<file path="config.mk">
export PLATFORM = sky130hd
export DESIGN_NAME = xlr8_dm_arb
export DESIGN_NICKNAME = d
export VERILOG_FILES = /design/src/rtl/xlr8_dm_arb_pkg.sv /design/src/rtl/xlr8_dm_arb.sv
export SDC_FILE = /design/constraint.sdc
export NUM_CORES = 1
export LEC_CHECK = 0
export ABC_CLOCK_PERIOD_IN_PS = 4700
export CAP_MARGIN = 25
export CORE_ASPECT_RATIO = 1.5
export CORE_MARGIN = 2
export CORE_UTILIZATION = 30
export CTS_BUF_LIST = sky130_fd_sc_hd__clkbuf_2 sky130_fd_sc_hd__clkbuf_4 sky130_fd_sc_hd__clkbuf_8
export DETAILED_ROUTE_END_ITERATION = 10
export PLACE_DENSITY = 0.66
export SETUP_SLACK_MARGIN = 0.3
export SLEW_MARGIN = 20
export SYNTH_ARGS = -nofsm -noshare
export SYNTH_HDL_FRONTEND = slang
export SYNTH_SLANG_ARGS = --single-unit
</file>
<file path="constraint.sdc">
create_clock -name cp2 -period 4.7 [get_ports cp2]
set_input_delay 0.47 -clock cp2 [delete_from_list [all_inputs] [get_ports cp2]]
set_output_delay 0.47 -clock cp2 [all_outputs]
set_load 0.01 [all_outputs]
</file>
<file path="src/rtl/xlr8_dm_arb_pkg.sv">
// Shared definitions for the data-memory arbiter.
//   owner_e       : which master a RAM read issued on the last edge belongs to
//   dm_adr_width  : RAM address width for a given RAM size in KB, the same
//                   ceil-log2 rule the RAM itself uses to size its array
package xlr8_dm_arb_pkg;

  typedef enum logic [1:0] {
    OWN_NONE = 2'd0,
    OWN_CPU  = 2'd1,
    OWN_XB   = 2'd2
  } owner_e;

  function automatic int unsigned dm_adr_width(input int unsigned size_kb);
    return $clog2(size_kb * 1024);
  endfunction

endpackage

</file>
<file path="src/rtl/xlr8_dm_arb.sv">
// Two-master arbiter in front of the single-port data-memory RAM.
// The AVR core (CPU) has fixed priority over the XB accelerator. A starvation
// counter forces an XB grant after MAX_WAIT consecutive denied cycles, stalling
// the CPU for that one cycle. RAM read data (one-cycle latency) is steered back
// to whichever master issued the read.
//
// Ports:
//   cp2, ireset                 clock, asynchronous active-low reset
//   cpu_adr/re/we/dout          CPU data-space access; cpu_din read data back
//   cpuwait                     CPU stall (combinational)
//   xb_req/we/adr/wdata         XB request, held until xb_gnt
//   xb_gnt                      XB grant (combinational), request done this edge
//   xb_rvalid, xb_rdata         XB read data, the cycle after the grant
//   dm_ce/adr/din/we, dm_dout   RAM port (RAM-relative addresses)
module xlr8_dm_arb
  import xlr8_dm_arb_pkg::*;
#(
  parameter logic [15:0] DM_START = 16'h0100,
  parameter int          DM_SIZE  = 2,
  parameter int          MAX_WAIT = 4
) (
  input  logic        cp2,
  input  logic        ireset,
  input  logic [15:0] cpu_adr,
  input  logic        cpu_re,
  input  logic        cpu_we,
  input  logic [7:0]  cpu_dout,
  output logic [7:0]  cpu_din,
  output logic        cpuwait,
  input  logic        xb_req,
  input  logic        xb_we,
  input  logic [15:0] xb_adr,
  input  logic [7:0]  xb_wdata,
  output logic        xb_gnt,
  output logic        xb_rvalid,
  output logic [7:0]  xb_rdata,
  output logic        dm_ce,
  output logic [15:0] dm_adr,
  output logic [7:0]  dm_din,
  output logic        dm_we,
  input  logic [7:0]  dm_dout
);

  // Window bounds in 17 bits so a window ending exactly at 64K does not wrap.
  localparam logic [16:0] WIN_LO     = {1'b0, DM_START};
  localparam logic [16:0] WIN_HI     = WIN_LO + 17'(DM_SIZE * 1024);
  localparam logic [3:0]  MAX_WAIT_C = 4'(MAX_WAIT);

  logic [3:0]  wait_q, wait_d;
  owner_e      owner_q, owner_d;
  logic [15:0] dm_adr_q, dm_adr_d;

  logic cpu_hit;
  logic force_xb;
  logic gnt;
  logic cpu_sel;

  always_comb begin
    // NOTE: every signal assigned in this block gets a default first, so no
    // path leaves one unassigned and no latch is inferred.
    cpu_hit  = 1'b0;
    force_xb = 1'b0;
    gnt      = 1'b0;
    cpu_sel  = 1'b0;
    wait_d   = 4'd0;
    owner_d  = OWN_NONE;
    dm_adr_d = dm_adr_q;

    cpu_hit  = (cpu_re | cpu_we) &&
               ({1'b0, cpu_adr} >= WIN_LO) && ({1'b0, cpu_adr} < WIN_HI);
    force_xb = xb_req && (wait_q == MAX_WAIT_C);
    gnt      = xb_req && (force_xb || !cpu_hit);
    cpu_sel  = cpu_hit && !force_xb;

    // Idle cycles keep the last address on the RAM port.
    if (cpu_sel) begin
      dm_adr_d = cpu_adr - DM_START;
    end else if (gnt) begin
      dm_adr_d = xb_adr;
    end

    // Saturating count of consecutive denied XB cycles.
    if (xb_req && !gnt) begin
      wait_d = (wait_q == MAX_WAIT_C) ? wait_q : wait_q + 4'd1;
    end

    // cpu_sel and gnt are mutually exclusive, so at most one read is live.
    if (cpu_sel && cpu_re) begin
      owner_d = OWN_CPU;
    end else if (gnt && !xb_we) begin
      owner_d = OWN_XB;
    end
  end

  always_ff @(posedge cp2 or negedge ireset) begin
    if (!ireset) begin
      wait_q   <= 4'd0;
      owner_q  <= OWN_NONE;
      dm_adr_q <= 16'd0;
    end else begin
      // NOTE: state registers use non-blocking assignment so every flop
      // samples the pre-edge values regardless of statement order.
      wait_q   <= wait_d;
      owner_q  <= owner_d;
      dm_adr_q <= dm_adr_d;
    end
  end

  // Combinational outputs are gated by the reset so the RAM port and the
  // grants are quiet for the whole time ireset is asserted.
  always_comb begin
    cpu_din   = 8'h00;
    cpuwait   = 1'b0;
    xb_gnt    = 1'b0;
    xb_rvalid = 1'b0;
    xb_rdata  = 8'h00;
    dm_ce     = 1'b0;
    dm_adr    = 16'h0000;
    dm_din    = 8'h00;
    dm_we     = 1'b0;

    if (ireset) begin
      cpuwait = force_xb && cpu_hit;
      xb_gnt  = gnt;
      dm_ce   = cpu_hit || xb_req;
      dm_adr  = dm_adr_d;
      if (cpu_sel) begin
        dm_din = cpu_dout;
        dm_we  = cpu_we;
      end else if (gnt) begin
        dm_din = xb_wdata;
        dm_we  = xb_we;
      end
    end

    if (owner_q == OWN_CPU) begin
      cpu_din = dm_dout;
    end else if (owner_q == OWN_XB) begin
      xb_rvalid = 1'b1;
      xb_rdata  = dm_dout;
    end
  end

endmodule

</file>
==> Implementation_results.wiki, run 1 <==
{| class="wikitable"
! Metric !! Value
|-
| Net count of the mapped netlist || 266
|-
| Worst-case vdd ir drop || approximately 0.084 mV
|-
| Final Critical Period || 3.77 ns
|-
| Unrepaired setup endpoints after global routing || false
|-
| Warnings from Yosys || 0
|-
| Resize count post-CTS || 0
|-
| Sink Count || 22
|-
| Slew headroom || between 50% and 60%
|-
| Type of element launching the critical path || primary input
|-
| Post-layout net count || 369
|-
| Number of global-route vias before repair || about 1,800
|-
| Placeable core area || 0.00583 mm²
|-
| Final critical-path share of the clock period || 80.3%
|-
| Setup slack of the worst register-to-register path || 2.70 ns
|-
| Logic depth of the worst register-to-register path || 6
|-
| Starting density of the core || a little under a third
|-
| Max-capacitance violation count || 0
|-
| Cell-by-cell trace of the critical path || clkdlybuf4s50_1, or4_4, o311a_4, nor3_4, buf_4, mux2i_1, clkdlybuf4s50_1
|-
| Synth Cell Area || around 0.0018 mm²
|-
| Count of final setup violators || 0
|-
| Top FF cell, synth || sky130_fd_sc_hd__dfrtp_1
|-
| Wirelength, routed || around 5200 µm
|-
| Total negative slack || 0 ns
|-
| CTS Hold Bufs || 0
|-
| Slew Limit Fails || 0
|-
| Ys async rst share || 100%
|-
| Final antenna diode count || 0
|-
| Number of synthesized register bits || 22
|-
| Clock Skews || 0.00188 ns
|-
| CP max-delay cell || sky130_fd_sc_hd__or4_4
|-
| Result of the run || finished, final reports clean
|-
| TritonCTS clock tree || yes
|-
| Total clock buffers created by CTS || 3
|-
| Global placer's final weighted congestion || about 0.83
|-
| Arr. time, crit path || ~3.3 ns
|-
| Filler Cells Inserted || ~570
|-
| Mean instance size in the synthesized netlist || approximately 9.1 µm²
|-
| Wire length of the first global-routing pass || 8340 µm
|-
| Height of the die || approximately 100 µm
|-
| Overflow left after global routing || 0
|-
| Syn-to-layout area delta || 63.7%
|-
| Clk_lat worst skew || ~0.26 ns
|-
| Number of failing hold endpoints at the final stage || 0
|-
| Detailed-route DRC error count || 0
|-
| Register area share after synthesis || 30.1%
|-
| Routed vias || about 1,800
|-
| Path type of the worst setup path || in2out
|-
| CP endpoint kind || output port
|-
| Power per unit of standard cell area || 174 mW/mm²
|-
| Leakage power || approximately 1.2 nW
|-
| Starting DRC count in detailed routing || 67
|-
| Peak per-stage delay on the critical path || 0.58 ns
|-
| Most repeated library cell on the critical path || sky130_fd_sc_hd__clkdlybuf4s50_1
|-
| Die footprint || roughly 0.0067 mm²
|-
| Antenna violations before repair || 0
|-
| Power after layout || 0.519 mW
|-
| Floorplan die width || 67.7 µm
|-
| H-Tree Depth || 1
|-
| Sequential cell area || roughly 550 µm²
|-
| Clock buffer depth || 2
|-
| Setup Fix Bufs, Post-CTS || 0
|-
| Ratio of cells with drive above 1 in the final layout || about a tenth
|-
| Achievable frequency || 265 MHz
|-
| Worst Max-Slew Pin Slew || a little over 0.7 ns
|-
| Post-Syn Instances || 200
|-
| Cell row count || 34
|-
| Largest net degree at the start of global routing || 32
|-
| Global Route Usage Sum || ~16%
|-
| Count of flip-flops with a built-in enable after synthesis || 0
|-
| Min-delay worst type || in2async
|-
| Average routed wire per standard cell || 14.0 µm
|-
| Clk slew on worst S/H paths || about 0.080 ns
|-
| Number of buffers added on ports || approximately 110
|-
| Avg Vias per Cell || 4.90
|-
| HPWL after detailed placement || ~4200 µm
|-
| Top-level port count || about 110
|-
| Root Buffer Master || sky130_fd_sc_hd__clkbuf_8
|-
| Critical path data required time || 4.23 ns
|-
| Combined area of the multi-input logic cells || about 0.0012 mm²
|-
| Detailed-router iteration count before antenna repair || 4
|-
| Antenna-violating nets left || 0
|-
| CP max FO || 24
|-
| Post-synth cell types || between 40 and 50
|}
==> synth_stat cells (2+ instances only) <==
cell	number	area share (%)
sky130_fd_sc_hd__nand2_1	35	7.2
sky130_fd_sc_hd__mux2i_1	28	15
sky130_fd_sc_hd__dfrtp_1	22	30
sky130_fd_sc_hd__and2_1	18	6.2
sky130_fd_sc_hd__mux2_2	16	9.9
sky130_fd_sc_hd__clkbuf_1	7	1.4
sky130_fd_sc_hd__and3_1	6	2.1
sky130_fd_sc_hd__a21oi_1	5	1.4
sky130_fd_sc_hd__inv_1	5	1.0
sky130_fd_sc_hd__a211oi_1	4	1.6
sky130_fd_sc_hd__ha_1	4	2.7
sky130_fd_sc_hd__nor2_1	4	0.82
sky130_fd_sc_hd__nor4_1	4	1.4
sky130_fd_sc_hd__nor2b_1	3	1.0
sky130_fd_sc_hd__o21ai_0	3	0.82
sky130_fd_sc_hd__o31ai_1	3	1.2
sky130_fd_sc_hd__a311o_1	2	1.1
sky130_fd_sc_hd__buf_1	2	0.41
sky130_fd_sc_hd__buf_4	2	0.82
sky130_fd_sc_hd__nand3_1	2	0.55
sky130_fd_sc_hd__nor3b_1	2	0.82
sky130_fd_sc_hd__or4_1	2	0.82
sky130_fd_sc_hd__xnor2_1	2	0.96
sky130_fd_sc_hd__xor2_1	2	0.96
==> power breakdown <==
group          internal (mW)  switching (mW)
Combinational          0.115          0.0756
Clock                 0.0573          0.0624
Sequential             0.205         0.00378
Total                  0.378           0.142
==> metrics by stage <==
step | cell area [µm²] | cells | hold WS, ns | util [%] | setup slack [ns]
5_1_grt | 2990 | 373 | 0.140 | 51.3 | 0.769
3_5_place_dp | 2950 | 370 | 0.420 | 50.6 | 0.924
3_3_place_gp | 2950 | 370 | 0.414 | 50.6 | 0.924
6_report | 2990 | 373 | 0.119 | 51.3 | 0.926
2_1_floorplan | 1830 | 200 | 0.174 | - | 2.04
4_1_cts | 2990 | 373 | 0.125 | 51.3 | 0.907
==> cell families after synthesis <==
| group | after synthesis | synth area share (%) |
|---|---|---|
| compound gates | 22 | 10.3 |
| mux | 44 | 25.2 |
| flops | 22 | 30.1 |
| xor+xnor | 4 | 1.92 |
| buf+inv | 18 | 4.18 |
| fa+ha+maj | 4 | 2.74 |
| simple gates | 86 | 25.5 |
==> final timing paths <==
| kind | end | startpoint |
|---|---|---|
| hold reg to reg | dm_adr_q[9]$_DFF_PN0_ | dm_adr_q[9]$_DFF_PN0_ |
| setup / recovery | dm_din[7] | cpu_adr[4] |
| min in group cp2 | dm_adr_q[9]$_DFF_PN0_ | dm_adr_q[9]$_DFF_PN0_ |
| hold / removal | dm_adr_q[15]$_DFF_PN0_ | ireset |
| max in group asynchronous | wait_q[3]$_DFFE_PN0P_ | ireset |
| setup reg to reg | dm_adr_q[3]$_DFF_PN0_ | wait_q[0]$_DFFE_PN0P_ |
==> per-layer routing <==
layer	track usage, %	vias to the layer above	part of all wire (%)
met2	29.7	77	54
met3	2.49	4	8.3
li1	-	917	-
met5	0	-	0
met1	17.6	830	36
met4	6.12	0	1.6
==> cells in the final DEF, fill, tap and decap left out, drive strengths merged, types with 4 or more instances in the layout <==
cell type / instances
mux2: 16
a211oi: 4
mux2i: 28
ha: 4
buf: 5
and3: 6
dfrtp: 22
and2: 19
a21oi: 5
inv: 5
nor4: 4
nand2: 35
clkdlybuf4s50: 105
nor2: 4
==> registers in the layout, summed over array words and instances (netlist names) <==
| name | flops |
|---|---|
| dm_adr_q | 16 |
| wait_q | 4 |
| owner_q | 2 |
==> critical path, delay by kind of cell <==
kind                   cells  cell delay, ns
buffers and inverters      3            1.37
and+or+nand+nor            2            0.76
AOI/OAI and AO/OA          1            0.43
muxes                      1            0.26
==> cell type report <==
type,instances,area share (%)
timing repair buffer,110,36.3
multi-input combinational,160,40.1
tap,72,3.01
inverter,6,0.753
sequential,22,18.4
clock buffer,3,1.38
Note: power is estimated with default switching activity, not from simulation.
==> inputs of run 2 (changes only) <==
ABC_CLOCK_PERIOD_IN_PS = 3200   (was 4700)
PLACE_DENSITY = 0.69   (was 0.66)
clock period = 3.2 ns   (was 4.7 ns; I/O delays follow)
==> run 2 against run 1 <==
Net effect:
- critical endpoint is now dm_adr[11]
- count of clock-buffer cells in the layout unchanged
- sequential power up 47%
- utilization up 3.9 points
- largest cell class is now non-clock buffers
- critical path type unchanged
==> Implementation_results.wiki, run 2 (synthesis gave the netlist of run 1 again) <==
{| class="wikitable"
! Metric !! Value
|-
| Result of the run || finished, final reports clean (unchanged)
|-
| Root Buffer Master || sky130_fd_sc_hd__clkbuf_8 (unchanged)
|-
| Routed vias || 1,941 (was 1,828)
|-
| HPWL after detailed placement || 4330 µm (was 4180 µm)
|-
| Clk pwr share || 22.7% (was 23.1%)
|-
| Clk_lat worst skew || 0.27 ns (was 0.26 ns)
|-
| Max-capacitance violation count || 0 (unchanged)
|-
| Worst-case vdd ir drop || 0.226 mV (was 0.0843 mV)
|-
| Final Critical Period || 2.81 ns
|-
| Clock Skews || 0.00969 ns (was 0.00188 ns)
|-
| Path type of the worst setup path || in2out (unchanged)
|-
| Total clock buffers created by CTS || 3 (unchanged)
|-
| Sink Count || 22 (unchanged)
|-
| Unrepaired setup endpoints after global routing || true (was false)
|-
| Syn-to-layout area delta || 76.2% (was 63.7%)
|-
| Worst Max-Slew Pin Slew || 0.442 ns (was 0.714 ns)
|-
| Net switching share of the total power || 27.5% (was 27.3%)
|-
| Avg Vias per Cell || 4.90 (about the same)
|-
| TritonCTS clock tree || yes (unchanged)
|-
| Post-layout net count || 392 (was 369)
|-
| Average routed wire per standard cell || 13.6 µm (was 14.0 µm)
|-
| Largest net degree at the start of global routing || 25 (was 32)
|-
| Detailed-router iteration count before antenna repair || 4 (unchanged)
|-
| Global placer's final weighted congestion || 0.815 (was 0.825)
|-
| Wire length of the first global-routing pass || 8930 µm (was 8340 µm)
|-
| Top-level port count || 107 (unchanged)
|-
| Final critical-path share of the clock period || 87.7%
|-
| Number of failing hold endpoints at the final stage || 0 (unchanged)
|-
| Achievable frequency || ~360 MHz
|-
| Die footprint || 0.00674 mm² (unchanged)
|-
| CP max FO || 4 (was 24)
|-
| Largest Register || dm_adr_q (unchanged)
|-
| Most common cell after layout, fill and taps aside || sky130_fd_sc_hd__clkdlybuf4s50_1 (unchanged)
|-
| Number of buffers added on ports || 106 (unchanged)
|-
| CP endpoint kind || output port (unchanged)
|-
| Seq pwr share || 40.5% (was 40.2%)
|-
| Slew Limit Fails || 0 (unchanged)
|-
| Ratio of cells with drive above 1 in the final layout || 23.5% (was 9.97%)
|-
| Final antenna diode count || 0 (unchanged)
|-
| Slew headroom || 70.5% (was 52.0%)
|-
| Antenna violations before repair || 0 (unchanged)
|-
| Wirelength, routed || 5400 µm (was 5220 µm)
|-
| Global Route Usage Sum || 16.7% (was 16.1%)
|-
| Clk slew on worst S/H paths || 0.08 ns (about the same)
|-
| Gate power share || 36.8% (was 36.7%)
|-
| Worst hold slack across all endpoints || 0.354 ns (was 0.119 ns)
|-
| Arr. time, crit path || 2.49 ns (was 3.30 ns)
|-
| Max reg flops || 16 (unchanged)
|-
| Count of final setup violators || 0 (unchanged)
|-
| Largest registers ranked by flip-flop count || dm_adr_q (16), wait_q (4), owner_q (2) (unchanged)
|-
| Internal power || 0.550 mW (was 0.378 mW)
|-
| Net switching power || 0.208 mW (was 0.142 mW)
|-
| Placeable core area || 0.00583 mm² (unchanged)
|-
| Antenna-violating nets left || 0 (unchanged)
|-
| Clock buffer depth || 2 (unchanged)
|-
| Critical path data required time || 2.88 ns (was 4.23 ns)
|-
| Starting DRC count in detailed routing || 32 (was 67)
|-
| Detailed-route DRC error count || 0 (unchanged)
|-
| Overflow left after global routing || 0 (unchanged)
|-
| Total negative slack || 0 ns (unchanged)
|-
| Number of global-route vias before repair || 2,009 (was 1,821)
|-
| Leakage power || 1.42 nW (was 1.21 nW)
|-
| Type of element launching the critical path || primary input (unchanged)
|-
| Filler Cells Inserted || 551 (was 565)
|-
| H-Tree Depth || 1 (unchanged)
|-
| Height of the die || 99.6 µm (unchanged)
|-
| Cell row count || 34 (unchanged)
|-
| Most used cells in the layout excluding fill and tap cells || sky130_fd_sc_hd__clkdlybuf4s50_1, sky130_fd_sc_hd__nand2_1, sky130_fd_sc_hd__mux2i_1 (unchanged)
|-
| Min-delay worst type || in2reg (was in2async)
|-
| Starting density of the core || 31.3% (unchanged)
|-
| Power per unit of standard cell area || 236 mW/mm² (was 174 mW/mm²)
|-
| Floorplan die width || 67.7 µm (unchanged)
|}
==> run 2: critical path: stages <==
cell and delay [ns]:
sky130_fd_sc_hd__clkdlybuf4s50_1 0.41, sky130_fd_sc_hd__or4_4 0.46, sky130_fd_sc_hd__o311a_4 0.40, sky130_fd_sc_hd__buf_4 0.17, sky130_fd_sc_hd__o31ai_1 0.29, sky130_fd_sc_hd__and3_1 0.21
sky130_fd_sc_hd__clkdlybuf4s15_2 0.22
==> run 2: layout make-up <==
cell class              instances  area (µm²)  share of cell area, %
well taps                      72        90.1                   2.80
inverters                       6        22.5                  0.700
clock buffers                   3        41.3                   1.28
multi-input cells             160        1240                   38.6
repair buffers                133        1270                   39.5
flip-flops and latches         22         551                   17.1
==> run 2: per-stage QoR <==
step	area, µm²	util (%)	setup WS (ns)	total power [mW]	std cells
final	3220	55.2	0.394	0.758	396
after detailed placement	3100	53.1	-0.163	0.604	388
after global routing	3220	55.2	0.278	0.810	396
after global placement	3100	53.1	-0.138	0.600	388
after floorplan	1830	-	0.843	0.432	200
after CTS	3190	54.7	0.250	0.770	395
==> run 2: worst paths after layout <==
kind	start	endpoint	slack [ns]	cells past startpoint
worst min register to register	dm_adr_q[12]$_DFF_PN0_	dm_adr_q[12]$_DFF_PN0_	0.57	2
worst min-delay path	cpu_adr[7]	dm_adr_q[7]$_DFF_PN0_	0.35	2
worst max register to register	wait_q[0]$_DFFE_PN0P_	wait_q[0]$_DFFE_PN0P_	1.31	8
min in group asynchronous	ireset	dm_adr_q[5]$_DFF_PN0_	0.45	2
max in group asynchronous	ireset	dm_adr_q[3]$_DFF_PN0_	2.23	3
worst max-delay path	cpu_adr[6]	dm_adr[11]	0.39	7
==> run 2: power groups by stage <==
stage / logic (mW) / clock network (mW) / registers (mW)
2_1_floorplan: 0.121 / 0 / 0.311
4_1_cts: 0.281 / 0.182 / 0.307
5_1_grt: 0.306 / 0.194 / 0.309
6_report: 0.279 / 0.172 / 0.307
3_3_place_gp: 0.289 / 0 / 0.312
3_5_place_dp: 0.291 / 0 / 0.313
==> run 2: metal layers <==
metal	share of wire [%]	vias to the layer above	track usage [%]	routed length, µm
met1	36	890	17.2	1970
met3	9.5	8	4.30	516
met4	1.3	0	5.02	71
met2	53	86	31.7	2850
met5	0	-	0	0
li1	-	957	-	-
==> run 2: repair_timing <==
| action | in CTS | in global routing |
|---|---|---|
| hold buffers | 1 | 0 |
| gates cloned | 1 | 0 |
| pin swaps | 4 | 4 |
| setup buffers | 2 | 1 |
| endpoints found under the setup margin | 27 | 15 |
| endpoints found under the hold margin | 3 | 0 |
| resized for setup | 80 | 9 |
==> inputs of run 3 (changes only) <==
ABC_CLOCK_PERIOD_IN_PS = 3000   (was 3200)
PLACE_DENSITY = 0.66   (was 0.69)
clock period = 3 ns   (was 3.2 ns; I/O delays follow)
==> run 3 against run 2 <==
Net effect:
- combinational power grew 8.6%
- power rose by 7.8%
- setup slack worse by 0.013 ns
- flip-flop and latch count unchanged
- die area unchanged
- via count grew 3.2%
- wire length grew 6.3%
- non-clock buffer count is 10 higher
- hold slack worse by 0.30 ns
==> Implementation_results.wiki, run 3 (synthesis gave the netlist of run 1 again) <==
{| class="wikitable"
! Metric !! Value
|-
| Placeable core area || 0.00583 mm² (unchanged)
|-
| Crit. Startpoint || cpu_adr[7] (was cpu_adr[6])
|-
| Average routed wire per standard cell || 14.1 µm (was 13.6 µm)
|-
| Ratio of cells with drive above 1 in the final layout || 27.2% (was 23.5%)
|-
| Top-level port count || 107 (unchanged)
|-
| Sink Count || 22 (unchanged)
|-
| Unrepaired setup endpoints after global routing || false (was true)
|-
| Instance count on the critical path || 8 (was 7)
|-
| Arr. time, crit path || 2.32 ns (was 2.49 ns)
|-
| Die footprint || 0.00674 mm² (unchanged)
|-
| Total buffers and inverters traversed by the critical path || 4 (was 3)
|-
| Number of failing hold endpoints at the final stage || 0 (unchanged)
|-
| Power per unit of standard cell area || 251 mW/mm² (was 236 mW/mm²)
|-
| Critical path data required time || 2.70 ns (was 2.88 ns)
|-
| Logic depth of the worst register-to-register path || 7 (was 8)
|-
| Height of the die || 99.6 µm (unchanged)
|-
| Avg Vias per Cell || 4.93 (was 4.90)
|-
| Global placer's final weighted congestion || 0.755 (was 0.815)
|-
| Root Buffer Master || sky130_fd_sc_hd__clkbuf_8 (unchanged)
|-
| Combined area of the multi-input logic cells || 0.00126 mm² (was 0.00124 mm²)
|-
| H-Tree Depth || 1 (unchanged)
|-
| Capture point of the critical path || dm_din[5] (was dm_adr[11])
|-
| Routed vias || 2,003 (was 1,941)
|-
| Worst-case vdd ir drop || 0.143 mV (was 0.226 mV)
|-
| Max reg flops || 16 (unchanged)
|-
| Clock Skews || 0.0101 ns (was 0.00969 ns)
|-
| CP max-delay cell || sky130_fd_sc_hd__or4_4 (unchanged)
|-
| Total negative slack || 0 ns (unchanged)
|-
| Post-layout net count || 402 (was 392)
|-
| Clock buffer depth || 2 (unchanged)
|-
| Endpoint of the worst register-to-register path || dm_adr_q[7]$_DFF_PN0_ (was wait_q[0]$_DFFE_PN0P_)
|-
| Final antenna diode count || 0 (unchanged)
|-
| Final Worst Setup Slack || 0.381 ns (was 0.394 ns)
|-
| Clk slew on worst S/H paths || 0.09 ns (was 0.08 ns)
|-
| Antenna-violating nets left || 0 (unchanged)
|-
| Power after layout || 0.818 mW (was 0.758 mW)
|-
| Cell-by-cell trace of the critical path || clkbuf_2, or4_4, o311a_4, nor3_4, buf_6, buf_16, mux2i_4, buf_2 (was clkdlybuf4s50_1, or4_4, o311a_4, buf_4, o31ai_1, and3_1, clkdlybuf4s15_2)
|-
| Number of buffers added on ports || 106 (unchanged)
|-
| Type of element launching the critical path || primary input (unchanged)
|-
| Overflow left after global routing || 0 (unchanged)
|-
| Cell family with most CP delay || simple AND/OR/NAND/NOR gates (was buffers and inverters)
|-
| Largest registers ranked by flip-flop count || dm_adr_q (16), wait_q (4), owner_q (2) (unchanged)
|-
| Wire length of the first global-routing pass || 9030 µm (was 8930 µm)
|-
| Number of global-route vias before repair || 2,045 (was 2,009)
|-
| Result of the run || finished, final reports clean (unchanged)
|-
| Achievable frequency || around 380 MHz
|-
| Most common cell after layout, fill and taps aside || sky130_fd_sc_hd__clkdlybuf4s50_1 (unchanged)
|-
| Leakage power || 1.46 nW (was 1.42 nW)
|-
| Count of final setup violators || 0 (unchanged)
|-
| Worst Max-Slew Pin Slew || 0.433 ns (was 0.442 ns)
|-
| Antenna violations before repair || 0 (unchanged)
|-
| Final Critical Period || between 2 and 3 ns
|-
| Most used cells in the layout excluding fill and tap cells || sky130_fd_sc_hd__clkdlybuf4s50_1, sky130_fd_sc_hd__nand2_1, sky130_fd_sc_hd__buf_4 (was sky130_fd_sc_hd__clkdlybuf4s50_1, sky130_fd_sc_hd__nand2_1, sky130_fd_sc_hd__mux2i_1)
|-
| Slew headroom || 71.1% (was 70.5%)
|-
| Slew Limit Fails || 0 (unchanged)
|-
| TritonCTS clock tree || yes (unchanged)
|-
| CP max FO || 8 (was 4)
|-
| Largest net degree at the start of global routing || 26 (was 25)
|-
| Global Route Usage Sum || 17.2% (was 16.7%)
|-
| Setup slack of the worst register-to-register path || 1.12 ns (was 1.31 ns)
|-
| Largest Register || dm_adr_q (unchanged)
|-
| Starting DRC count in detailed routing || 53 (was 32)
|-
| Clk_lat worst skew || 0.27 ns (about the same)
|-
| Sequential cell area || 551 µm² (unchanged)
|-
| Syn-to-layout area delta || 78.2% (was 76.2%)
|-
| Wirelength, routed || 5740 µm (was 5400 µm)
|-
| Path type of the worst setup path || in2out (unchanged)
|-
| Floorplan die width || 67.7 µm (unchanged)
|-
| Total clock buffers created by CTS || 3 (unchanged)
|-
| Final critical-path share of the clock period || between 80 and 90%
|-
| Worst reg2reg path startpoint || wait_q[0]$_DFFE_PN0P_ (unchanged)
|-
| Place WS || -0.353 ns (was -0.163 ns)
|-
| Max-capacitance violation count || 0 (unchanged)
|-
| CP endpoint kind || output port (unchanged)
|-
| Detailed-router iteration count before antenna repair || 4 (unchanged)
|-
| Filler Cells Inserted || 557 (was 551)
|-
| Detailed-route DRC error count || 0 (unchanged)
|-
| Starting density of the core || 31.3% (unchanged)
|-
| HPWL after detailed placement || 4600 µm (was 4330 µm)
|-
| Peak per-stage delay on the critical path || 0.55 ns (was 0.46 ns)
|-
| Non-filler cells, final || 406 (was 396)
|-
| Cell row count || 34 (unchanged)
|-
| Placed Instances || 395 (was 388)
|-
| Min-delay worst type || in2async (was in2reg)
|}
-- run 3: metal layers --
layer	routed length [µm]	GRT usage, %	vias up
li1	-	-	980
met5	0	0	-
met1	2010	17.4	938
met3	389	1.70	6
met2	3250	34.2	79
met4	89	6.28	0
-- run 3: stage by stage --
stage / cell area, µm² / hold slack [ns] / util [%]
after floorplan: 1830 / 0.00441 / -
after global placement: 3150 / 0.346 / 54.0
after detailed placement: 3150 / 0.353 / 54.0
after CTS: 3290 / 0.0576 / 56.4
after global routing: 3250 / 0.0760 / 55.8
final: 3250 / 0.0555 / 55.8
-- run 3: final cells by class --
cell class | count | share of cell area [%]
repair buffers | 143 | 39.8
multi-input cells | 160 | 38.6
flip-flops and latches | 22 | 16.9
well taps | 72 | 2.77
clock buffers | 3 | 1.27
inverters | 6 | 0.692
-- run 3: report_power, final --
part	total [mW]	internal (mW)	leakage, nW	switching (mW)
Combinational	0.303	0.177	1.17	0.126
Sequential	0.327	0.321	0.269	0.00600
Clock	0.188	0.0897	0.0216	0.0980
Total	0.818	0.588	1.46	0.230
-- run 3: worst min path at each step --
stage,cells past startpoint,from,to,slack (ns)
after floorplan,0,ireset,dm_adr_q[0]$_DFF_PN0_,0.004
after global placement,2,ireset,dm_adr_q[9]$_DFF_PN0_,0.35
after detailed placement,2,ireset,dm_adr_q[8]$_DFF_PN0_,0.35
after CTS,2,ireset,dm_adr_q[8]$_DFF_PN0_,0.06
after global routing,2,ireset,dm_adr_q[14]$_DFF_PN0_,0.08
final,2,ireset,dm_adr_q[9]$_DFF_PN0_,0.06
-- run 3: timing repair --
action | 4_1_cts | 5_1_grt
pin swaps | 5 | 3
gates cloned | 1 | 1
resized for setup | 77 | 31
hold buffers | 0 | 0
setup endpoints to repair | 28 | 28
setup buffers | 5 | 1
==> variant 1: new RTL, settings of run 3 <==
Make the reset (`ireset`) synchronous in one clocked block. Comments in the files are not updated.
--- a/src/rtl/xlr8_dm_arb.sv
+++ b/src/rtl/xlr8_dm_arb.sv
@@ -92,7 +92,7 @@
     end
   end
 
-  always_ff @(posedge cp2 or negedge ireset) begin
+  always_ff @(posedge cp2) begin
     if (!ireset) begin
       wait_q   <= 4'd0;
       owner_q  <= OWN_NONE;
Check against the original RTL: differs if ireset is asserted again (counterexample within 4 cycles, from zero or initial values and one cycle with ireset low); with ireset held inactive, the same outputs for 10 cycles.
==> variant 1 against run 3 <==
- sequential cell count unchanged
- final area decreased by 9.3%
- area after synthesis down 16%
- power decreased by 3.7%
- routed wire length shrank 7.1%
- sequential share of layout area down 2.0 points
- hold slack improved by 0.35 ns
- final cell count down 9.1%
- setup slack got worse by 0.035 ns
- combinational power down 17%
- clock skew shrank 0.0080 ns
- synthesized cell count fell by 10%
- highest routed layer unchanged
==> variant 1: results (changes against run 3) <==
logic_synthesis:
  synthesis.nets: 246  # -7.5%
  synth_fa_ha_area_share_pct: 3.26  # +0.52 points
  synthXorXnorAreaFrac_pct: 1.71  # -0.21 points
  synthTopCellsByCount: "mux2i_1, dfxtp_1, nand2_1"
  synth_cell_type_count: 40  # -2.4%
  synth.area.top_cells: "dfxtp_1, mux2i_1, and2_1"
place:
  gp_congestion: 0.732  # -3.0%
  place_ws_ns: -0.298  # +0.0553 ns
  place_area_mm2: 0.00274  # -13%
pwr:
  pwr-share-comb_pct: 32.1  # -4.9 points
  p_total_mw: 0.788  # -3.7%
  ir_drop_v: 0.000174  # +22%
  switchingPower_mw: 0.216  # -5.9%
layout:
  fillers: 469  # -16%
critical_path:
  critPathMaxFanout: 3  # -5
  r2r_cells: 6  # -1
  cp-endpoint: "dm_adr[9]"
  reg2reg_from: "wait_q[0]"
  r2r_end: "dm_adr_q[11]"
grt:
  grt_pass1_vias: 1923  # -6.0%
  grt_util_met1_pct: 20.5  # +3.1 points
  grt_util_met2_pct: 37.5  # +3.2 points
sta:
  worst_hold_slack_ns: 0.401  # +0.346 ns
  tightestPinTransition_ns: 0.451  # +0.0187 ns
route:
  wl_per_cell_um: 14.5  # +2.2%
  wl_met1_um: 1970  # -2.0%
  drt_iter0_markers: 18  # -66%
run_status:
  status: "finished, final reports clean"
clock_network:
  cts_resized: 132  # +71%
-- variant 1: cell count changes after synthesis, moves of 3 or more --
cell	run 3	this run
nor4_1	4	1
a21oi_1	5	14
and3_1	6	1
nand2_1	35	21
dfrtp_1	22	0
o41ai_1	0	10
nor3_1	1	4
mux2_2	16	0
dfxtp_1	0	22
mux2i_1	28	25
o31ai_1	3	0
a211oi_1	4	0
nand2b_1	1	4
-- variant 1: cells by family after synthesis --
logic type,Yosys count
xor gates and xnor gates,3
muxes,25
DFF,22
buffers and inverters,18
adders and majority gates,4
AOI/OAI and AO/OA,38
and+or+nand+nor,70
-- variant 1: tightest hold or removal path, stage by stage --
cell and delay (ns):
dlymetal6s2s_1 0.12, o41ai_2 0.10, a21oi_2 0.11
-- variant 1: layout make-up --
class                   instances  area, um^2  share of cell area (%)
flip-flops and latches         22         440                    14.9
inverters                       6        22.5                   0.763
clock buffers                   4        55.1                    1.86
repair buffers                131        1170                    39.8
multi-input cells             140        1180                    39.9
well taps                      66        82.6                    2.80
==> variant 2: new RTL, config.mk and constraints of run 3 <==
Made on the original files. Set the parameter `DM_START` to 16'h00C0 (it was 16'h0100).
--- a/src/rtl/xlr8_dm_arb.sv
+++ b/src/rtl/xlr8_dm_arb.sv
@@ -15,7 +15,7 @@
 module xlr8_dm_arb
   import xlr8_dm_arb_pkg::*;
 #(
-  parameter logic [15:0] DM_START = 16'h0100,
+  parameter logic [15:0] DM_START = 16'h00C0,
   parameter int          DM_SIZE  = 2,
   parameter int          MAX_WAIT = 4
 ) (
Check against the original RTL: not equivalent (Yosys sat finds a counterexample within 4 cycles, from zero or initial values and one cycle with ireset low).
==> variant 2 against run 3 <==
- area after synthesis decreased by 14%
- routed wire length decreased by 2.8%
- first-iteration DRC count decreased by 26%
- sequential cell count unchanged
- setup slack got worse by 0.16 ns
- final area decreased by 6.4%
- power increased by 12%
- global-route usage increased by 1.3 points
- non-clock buffer count decreased by 6
- combinational power increased by 3%
- largest power group unchanged
- highest routed layer unchanged
==> variant 2: results (changes against run 3) <==
logic_synthesis:
  netlist_instances: 170  # -15%
  synthesis.nets: 235  # -12%
  synthTopCellsByCount: "dfrtp_1, and2_1, nor3_1"
  synth.area.top_cells: "dfrtp_1, and2_1, mux2i_1"
  synth_cell_type_count: 39  # -4.9%
critical_path:
  cp-endpoint: "dm_adr[1]"
  crit_family: "buffers and inverters"
  r2r_end: "dm_adr_q[10]"
  slowest_delay_ns: 0.51  # -0.04 ns
  critPathMaxFanout: 7  # -1
  slowest_stage: "clkdlybuf4s50_1"
  cp.arrival_ns: 2.48  # +0.16 ns
  startpoint: "wait_q[0]"
  rrSetupSlack_ns: 1.16  # +0.04 ns
layout:
  nNonClkBuffers: 137  # -4.2%
  multi_input_cells: 136  # -15%
  drive_gt1_share_pct: 18.9  # -8.4 points
  final-nonclk-buf-share_pct: 42.1  # +2.3 points
  multiInputGateArea_mm2: 0.00105  # -17%
  nNonClkInverters: 3  # -3
  seq_cells: 22  # unchanged
  nNetsFinal: 368  # -8.5%
pwr:
  power_leakage_nw: 1.45  # -0.93%
  pwr-share-comb_pct: 33.9  # -3.1 points
  power_combinational_mw: 0.311  # +3%
  seq-power_mw: 0.326  # about the same
  switchingPower_mw: 0.241  # +4.6%
  ir_drop_v: 0.000382  # +170%
place:
  place_area_mm2: 0.00283  # -10%
  gp_congestion: 0.730  # -3.3%
  dp.cells: 355  # -10%
sta:
  clock-skew-final_ns: 0.000929  # -0.00915 ns
  worst_hold_slack_ns: 0.439  # +0.384 ns
  setup_slack_ns: 0.220  # -0.162 ns
  relSlewSlack_pct: 63.1  # -8.0 points
route:
  vias: 1847  # -7.8%
  drt_iter0_markers: 39  # -26%
  detail_route.vias_per_cell: 4.99  # +1.2%
run_status:
  status: "finished, final reports clean"
floorplanning:
  die_w_um: 63.1  # -6.8%
grt:
  track_usage_pct: 18.6  # +1.3 points
  grt_pass1_wl_um: 8690  # -3.7%
-- variant 2: repair_timing --
item / CTS / global route
pin swaps: 3 / 3
endpoints found under the setup margin: 28 / 24
endpoints found under the hold margin: 0 / 0
buffers inserted: 3 / 8
resized for setup: 31 / 28
-- variant 2: kinds of logic (layout without fill, tap and decap cells) --
| logic type | Yosys count | in the layout | share of synthesized area (%) |
|---|---|---|---|
| AO/OA/AOI/OAI | 37 | 37 | 19.2 |
| XOR/XNOR | 7 | 7 | 4.37 |
| adder cells (fa/ha/maj) | 3 | 3 | 2.38 |
| buffers and inverters | 12 | 144 | 3.26 |
| flip-flops | 22 | 22 | 35.0 |
| multiplexers | 8 | 8 | 5.09 |
| AND/OR/NAND/NOR | 81 | 81 | 30.8 |
-- variant 2: routing by layer --
metal	vias to the layer above	wire length [um]	GRT usage (%)
met5	-	0	0
met4	0	51	5.37
met3	6	372	3.40
met2	87	2910	34.4
met1	858	2250	21.4
li1	896	-	-
